===== src/rtl/ctz_seq_if.sv =====
// Operand/result handshake bundle for ctz_seq_unit.
// slave: the unit side; master: the producer/consumer side.
interface ctz_seq_if #(
  parameter int DATA_WIDTH = 32
);
  logic                  in_valid;
  logic                  in_ready;
  logic [DATA_WIDTH-1:0] in_data;
  logic                  in_op;
  logic                  out_valid;
  logic                  out_ready;
  logic [DATA_WIDTH-1:0] out_data;

  modport slave (
    input  in_valid, in_data, in_op, out_ready,
    output in_ready, out_valid, out_data
  );

  modport master (
    output in_valid, in_data, in_op, out_ready,
    input  in_ready, out_valid, out_data
  );
endinterface


===== src/rtl/ctz_seq_unit.sv =====
// Iterative count-trailing-zeros unit: scans STEP bits per cycle from the LSB
// and stops on the first set bit.
// Optional macro CTZ_CPOP_EN adds population count (in_op=1), which always
// scans every chunk. Without it in_op is ignored and only CTZ is built.
module ctz_seq_unit #(
  parameter int DATA_WIDTH = 32,
  parameter int STEP       = 4
) (
  input  logic       clk,
  input  logic       rst,
  ctz_seq_if.slave   io,
  output logic       busy
);
  localparam int NCHUNK = DATA_WIDTH / STEP;
  localparam int CW     = $clog2(DATA_WIDTH) + 1;
  localparam int IW     = (NCHUNK > 1) ? $clog2(NCHUNK) : 1;

  localparam logic [1:0] IDLE = 2'd0;
  localparam logic [1:0] SCAN = 2'd1;
  localparam logic [1:0] DONE = 2'd2;

  logic [1:0]            state_q, state_d;
  logic [DATA_WIDTH-1:0] sh_q, sh_d;
  logic [CW-1:0]         cnt_q, cnt_d;
  logic [IW-1:0]         idx_q, idx_d;
  logic                  out_valid_q, out_valid_d;
  logic [DATA_WIDTH-1:0] out_data_q, out_data_d;
`ifdef CTZ_CPOP_EN
  logic                  op_q, op_d;
  logic [CW-1:0]         chunk_pop;
`endif

  logic [STEP-1:0] chunk;
  logic [CW-1:0]   lsb_idx;
  logic            last_chunk;

  assign chunk       = sh_q[STEP-1:0];
  assign last_chunk  = (idx_q == IW'(NCHUNK - 1));
  assign io.in_ready = (state_q == IDLE) & ~rst;
  assign io.out_valid = out_valid_q;
  assign io.out_data  = out_data_q;
  assign busy         = (state_q != IDLE);

  // Index of the lowest set bit in the current chunk (scan high to low so the lowest wins).
  always_comb begin
    lsb_idx = '0;
    for (int i = STEP - 1; i >= 0; i--)
      if (chunk[i]) lsb_idx = CW'(i);
  end

`ifdef CTZ_CPOP_EN
  // Number of set bits in the current chunk.
  always_comb begin
    chunk_pop = '0;
    for (int i = 0; i < STEP; i++)
      chunk_pop = chunk_pop + CW'(chunk[i]);
  end
`endif

  // Next-state and datapath update.
  always_comb begin
    state_d     = state_q;
    sh_d        = sh_q;
    cnt_d       = cnt_q;
    idx_d       = idx_q;
    out_valid_d = out_valid_q;
    out_data_d  = out_data_q;
`ifdef CTZ_CPOP_EN
    op_d        = op_q;
`endif
    case (state_q)
      IDLE: begin
        if (io.in_valid && io.in_ready) begin
          sh_d    = io.in_data;
          cnt_d   = '0;
          idx_d   = '0;
          state_d = SCAN;
`ifdef CTZ_CPOP_EN
          op_d    = io.in_op;
`endif
        end
      end
      SCAN: begin
`ifdef CTZ_CPOP_EN
        if (op_q) begin
          // Popcount never exits early: fixed NCHUNK-cycle latency.
          cnt_d = cnt_q + chunk_pop;
          sh_d  = sh_q >> STEP;
          if (last_chunk) begin
            state_d     = DONE;
            out_valid_d = 1'b1;
            out_data_d  = DATA_WIDTH'(cnt_d);
          end else begin
            idx_d = idx_q + IW'(1);
          end
        end else
`endif
        begin
          if (chunk != '0) begin
            cnt_d       = cnt_q + lsb_idx;
            state_d     = DONE;
            out_valid_d = 1'b1;
            out_data_d  = DATA_WIDTH'(cnt_d);
          end else if (last_chunk) begin
            cnt_d       = CW'(DATA_WIDTH);
            state_d     = DONE;
            out_valid_d = 1'b1;
            out_data_d  = DATA_WIDTH'(cnt_d);
          end else begin
            cnt_d = cnt_q + CW'(STEP);
            sh_d  = sh_q >> STEP;
            idx_d = idx_q + IW'(1);
          end
        end
      end
      DONE: begin
        // Result holds until consumed; return to IDLE so the next accept is a cycle later.
        if (io.out_ready) begin
          out_valid_d = 1'b0;
          state_d     = IDLE;
        end
      end
      default: state_d = IDLE;
    endcase
  end

  // State registers with synchronous reset that discards any partial result.
  always_ff @(posedge clk) begin
    if (rst) begin
      state_q     <= IDLE;
      sh_q        <= '0;
      cnt_q       <= '0;
      idx_q       <= '0;
      out_valid_q <= 1'b0;
      out_data_q  <= '0;
`ifdef CTZ_CPOP_EN
      op_q        <= 1'b0;
`endif
    end else begin
      state_q     <= state_d;
      sh_q        <= sh_d;
      cnt_q       <= cnt_d;
      idx_q       <= idx_d;
      out_valid_q <= out_valid_d;
      out_data_q  <= out_data_d;
`ifdef CTZ_CPOP_EN
      op_q        <= op_d;
`endif
    end
  end
endmodule


===== src/flat_wrapper.sv =====
// flat-port wrapper written by rule: the top's interface ports become plain ports
module ctz_seq_unit_flat 
#(
  parameter int DATA_WIDTH = 32,
  parameter int STEP       = 4
)
  (clk, rst, busy, io_in_valid, io_in_data, io_in_op, io_out_ready, io_in_ready, io_out_valid, io_out_data);
  ctz_seq_if #(.DATA_WIDTH(DATA_WIDTH)) io_i ();
  input  logic clk;
  input  logic rst;
  output logic busy;
  input wire logic [$bits(io_i.in_valid)-1:0] io_in_valid;
  input wire logic [$bits(io_i.in_data)-1:0] io_in_data;
  input wire logic [$bits(io_i.in_op)-1:0] io_in_op;
  input wire logic [$bits(io_i.out_ready)-1:0] io_out_ready;
  output wire logic [$bits(io_i.in_ready)-1:0] io_in_ready;
  output wire logic [$bits(io_i.out_valid)-1:0] io_out_valid;
  output wire logic [$bits(io_i.out_data)-1:0] io_out_data;
  assign io_i.in_valid = io_in_valid;
  assign io_i.in_data = io_in_data;
  assign io_i.in_op = io_in_op;
  assign io_i.out_ready = io_out_ready;
  assign io_in_ready = io_i.in_ready;
  assign io_out_valid = io_i.out_valid;
  assign io_out_data = io_i.out_data;
  ctz_seq_unit #(.DATA_WIDTH(DATA_WIDTH), .STEP(STEP)) u_core (.clk(clk), .rst(rst), .io(io_i), .busy(busy));
endmodule

===== config.mk =====
export PLATFORM = sky130hd
export DESIGN_NAME = ctz_seq_unit_flat
export DESIGN_NICKNAME = d
export VERILOG_FILES = /design/src/rtl/ctz_seq_if.sv /design/src/rtl/ctz_seq_unit.sv /design/src/flat_wrapper.sv
export SDC_FILE = /design/constraint.sdc
export NUM_CORES = 1
export LEC_CHECK = 0
export BUFFER_PORTS_ARGS = -buffer_cell sky130_fd_sc_hd__buf_2
export CORE_AREA = 2 2 75 77
export CTS_CLUSTER_DIAMETER = 30
export DETAILED_ROUTE_END_ITERATION = 16
export DIE_AREA = 0 0 77 79
export PLACE_DENSITY = 0.89
export SETUP_SLACK_MARGIN = 0.5
export SYNTH_ARGS = -nofsm -noshare
export SYNTH_HDL_FRONTEND = slang
export SYNTH_SLANG_ARGS = --single-unit

===== constraint.sdc =====
create_clock -name clk -period 2.25 [get_ports clk]
set_input_delay 0.675 -clock clk [delete_from_list [all_inputs] [get_ports clk]]
set_output_delay 0.675 -clock clk [all_outputs]
set_load 0.1 [all_outputs]

**After elaboration in Yosys (flattened, before gate mapping)**

Cells that the tools add are included.

- Logic and storage cells: 58
- Bits of input ports: 37
- Flip-flop bits (word level): 76

- Mux-type cells: 27
- Equality and inequality tests: 8
- $add $sub $neg: 3
- Reductions and logical operators: 12
- Bitwise operators: 2

Operator list:

| cell | count |
|---|---|
| two-way mux 32 bit | 5 |
| one-hot mux 32 bit (2 select lines) | 1 |
| two-way mux 6 bit | 6 |
| one-hot mux 6 bit (2 select lines) | 1 |
| two-way mux 2 bit | 5 |
| two-way mux 3 bit | 3 |
| inequality test 2 bit (second input constant) | 4 |
| nonzero test 2 bit | 4 |
| adder 6 x 3 -> 6 bit (second input constant) | 1 |
| adder 6 bit | 1 |
| one-hot mux 2 bit (3 select lines) | 1 |
| one-hot mux 3 bit (2 select lines) | 1 |
| AND reduction 3 bit | 2 |
| AND reduction 2 bit | 2 |
| AND reduction 4 bit | 1 |
| nonzero test 4 bit | 1 |
| adder 3 x 1 -> 3 bit (second input constant) | 1 |
| equality test 3 bit (second input constant) | 1 |
| two-way mux 1 bit | 3 |
| inequality test 3 x 1 -> 1 bit (second input constant) | 1 |
| equality test 2 x 1 -> 1 bit (second input constant) | 1 |
| equality test 2 bit (second input constant) | 1 |
| logical NOT 2 bit | 1 |
| one-hot mux 1 bit (2 select lines) | 1 |
| other kinds (3) | 3 |

**Depth between registers and ports, before layout**

- Depth after elaboration: 7
- Depth in mapped cells: 9
- Mapped depth without buffers: 9

**Worst setup path after synthesis**

OpenSTA, ideal clock, no wires.

- Path type: reg-to-output
- Start: reg u_core.state_q[0]
- End: out io_in_ready
- Cell stages (with the launch flop): 5
- Data required time: 1.575 ns
- Arrival: 2.496 ns
- Setup slack: -0.921 ns
- Buffers on the path: 0
- Cells stage by stage: dfxtp_1 inv_1 ha_1 inv_1 nor2_1

- Word-level cells in the longest chain between the ends: 2

RTL lines:

| element | RTL line | RTL |
|---|---|---|
| from (decl) | ctz_seq_unit.sv:22 | `logic [1:0] state_q, state_d;` |
| from (signal assigned) | ctz_seq_unit.sv:140 | `state_q <= state_d;` |
| logical NOT 2 bit | ctz_seq_unit.sv:39 | `assign io.in_ready = (state_q == IDLE) & ~rst;` |
| bitwise AND 1 bit | ctz_seq_unit.sv:39 |  |
| to (decl) | flat_wrapper.sv:16 | `output wire logic [$bits(io_i.in_ready)-1:0] io_in_ready;` |

Every way passes these cells.

**Worst setup path in the final report**

- Start: reg u_core.state_q[1]
- End: out io_in_ready

Same word-level chain as after synthesis.

==> results_dict.tcl <==
set metrics [dict create \
    synth_top_area_frac 0.3688 \
    ir_drop_v 0.0006854 \
    drc_errors 0 \
    drive_gt1_frac 0.3961 \
    p_switching_mw 1.986 \
    grt_pass1_vias 2405 \
    fin_skew_ns 0.007792 \
    numCtsBuffers 5 \
    grt_pass1_wl_um 11430 \
    p_leak_nw 1.407 \
    syn_inst 287 \
    syn_area_per_cell_um2 9.456 \
    hold_viol_final 0 \
    cts_tree "built" \
    area_growth_pct 28.58 \
    outcome "completed" \
    yosysWarnings 0 \
    slew_violations 0 \
    p_clk_frac 0.156 \
    ys_async_sr_fraction 0 \
    drt_iter0_drc 125 \
    hp-class "flip-flop to flip-flop" \
    layout_min_cycle_time_ns 1.976 \
    worst_setup_path_end_kind "primary output" \
    synth_seq_cells 50 \
    maxCapViolCount 0 \
    coreArea_um2 5338 \
    power.share.sequential 0.301 \
    clk_pin_slew_worst_paths_ns 0.09 \
    initial_core_util 0.5084 \
    cts_buffer_depth 2 \
    syn_area_um2 2714 \
    grt_max_degree 26 \
    place.gp.congestion 0.7698 \
    grt_overflow 0 \
    swShare 0.4438 \
    ys_seq_area_frac 0.3688 \
    rsz0062_at_grt "yes" \
    wl_um 7081 \
    die-area_um2 6083 \
    die_x_um 77 \
    io_buffers 44 \
    dpl.hpwl_um 4164 \
    hold_ws_ns 0.4771 \
    cts_root_buf "clkbuf_8" \
    ant_nets 0 \
    antenna_found_initial 0 \
    synth_most_common_cell "dfxtp_1" \
    pin_count 72 \
    clock-sinks 50 \
    clock_latency_ns 0.32 \
    synth_edf_count 0 \
    critPathLaunchType "flip-flop" \
    synth_common_cells "dfxtp_1 (50), a21oi_1 (39), mux2i_1 (29)" \
    fin_crit_sh 0.8781 \
    cp_data_required_time_ns 1.57 \
    utilization 0.6538 \
    worstPathArrival_ns 1.30 \
    yosysTopAreaCell "dfxtp_1" \
    tns_ns 0 \
    combPwrFrac 0.543 \
    antenna_cells 0 \
    ys.flop_type "dfxtp_1" \
    wl_per_cell_um 16.54 \
    clock.fmax_ghz 0.5062 \
    grt_usage 0.2358 \
    p_int_mw 2.489 \
    fin_nets 402 \
    h-tree-depth 2 \
    die_h_um 79 \
    row_count 27 \
    synth_cell_type_count 45 \
    yosys-top-cells-area "dfxtp_1 (37%), mux2i_1 (11%), a211oi_1 (7.7%), a21oi_1 (7.2%), buf_4 (7.2%)" \
    setup_violations 0 \
    crit_type "flip-flop to primary output" \
    power_density_nw_per_um2 1282 \
    vias_per_cell 5.563 \
    crit_fanout 3 \
    drt_first_pass_iters 4 \
    num_vias 2381 \
]
==> critical path, stage by stage (launching register included) <==
cell	delay, ns
dfxtp_2	0.34
inv_2	0.08
ha_4	0.15
clkinvlp_4	0.12
nor2_4	0.12
buf_12	0.18
==> stage by stage <==
| stage | cells | power, mW | setup slack [ns] | area (µm²) |
|---|---|---|---|---|
| after floorplan | 312 | 2.917 | -0.1034 | 2865 |
| after global placement | 393 | 3.085 | 0.3121 | 2924 |
| after detailed placement | 393 | 3.165 | 0.1792 | 2924 |
| after CTS | 428 | 4.325 | 0.2790 | 3425 |
| after global routing | 428 | 4.695 | 0.2350 | 3490 |
| final | 428 | 4.475 | 0.2744 | 3490 |
==> flip-flops by register name, indices dropped and copies added (netlist names) <==
register,cells
u_core.cnt_q,6
u_core.idx_q,3
u_core.io.out_data,6
u_core.io.out_valid,1
u_core.sh_q,32
u_core.state_q,2
==> layer usage <==
metal	GRT usage	routed length, µm	share of wire	vias to the layer above
met5	0	0	0	-
met4	0.1036	178	0.025	0
met3	0.05682	427	0.060	19
met2	0.4237	3693	0.52	101
met1	0.2667	2781	0.39	1120
li1	-	-	-	1141
==> cell type report <==
cell class / instances / area [µm²]
Sequential cell: 50 / 1010
Inverter: 9 / 37.54
Tap cell: 72 / 90.09
Timing Repair Buffer: 80 / 601.8
Clock inverter: 2 / 38.79
Fill cell: 431 / 1848
Clock buffer: 6 / 82.58
Multi-Input combinational cell: 209 / 1629
==> what timing repair did <==
item,in CTS,in global routing
setup endpoints to repair,58,52
buffers inserted,22,0
pin swaps,28,6
endpoints found under the hold margin,0,0
gates resized for setup,48,15
hold buffers,0,0
gates cloned,5,0
==> cell usage in the layout (no fill, tap or decap), types with 3 or more instances in the layout <==
cell type,Yosys,routed
a211oi_1,28,16
nor2_1,10,9
dfxtp_2,0,4
a22o_1,6,6
buf_2,2,35
nor2b_1,3,3
inv_1,9,6
a21oi_1,39,26
a22oi_1,5,4
nand3_1,3,3
buf_6,3,11
clkbuf_8,0,6
ha_1,9,6
a21oi_2,0,11
and2_4,1,4
nand2_1,6,5
mux2i_1,29,29
o21ai_0,7,7
conb_1,1,26
buf_4,26,30
a211oi_2,1,13
dfxtp_1,50,45
==> kinds of logic after synthesis <==
kind of cell | after synthesis | synth area share
AO/OA/AOI/OAI | 100 | 0.2471
buffers and inverters | 56 | 0.1411
flip-flops | 50 | 0.3688
AND/OR/NAND/NOR | 36 | 0.06777
multiplexers | 31 | 0.1153
adder cells (fa/ha/maj) | 10 | 0.04887
XOR/XNOR | 3 | 0.009684
other | 1 | 0.001382
==> path summary, 6_finish.rpt <==
check,from,to,slack (ns),depth (start not counted)
setup reg to reg,u_core.state_q[0],u_core.idx_q[0],0.31,6
hold / removal,u_core.io.out_data[3],u_core.io.out_data[3],0.48,2
setup / recovery,u_core.state_q[1],io_in_ready,0.27,5
hold reg to reg,u_core.io.out_data[3],u_core.io.out_data[3],0.48,2
==> power by group through the flow <==
| stage | clock [mW] | combinational, mW | sequential [mW] |
|---|---|---|---|
| finish | 0.697 | 2.43 | 1.35 |
| global route | 0.729 | 2.59 | 1.38 |
| CTS | 0.696 | 2.31 | 1.32 |
| detailed placement | 0 | 1.84 | 1.33 |
| global placement | 0 | 1.78 | 1.31 |
| floorplan | 0 | 1.48 | 1.44 |
(Power assumes the default switching activity.)
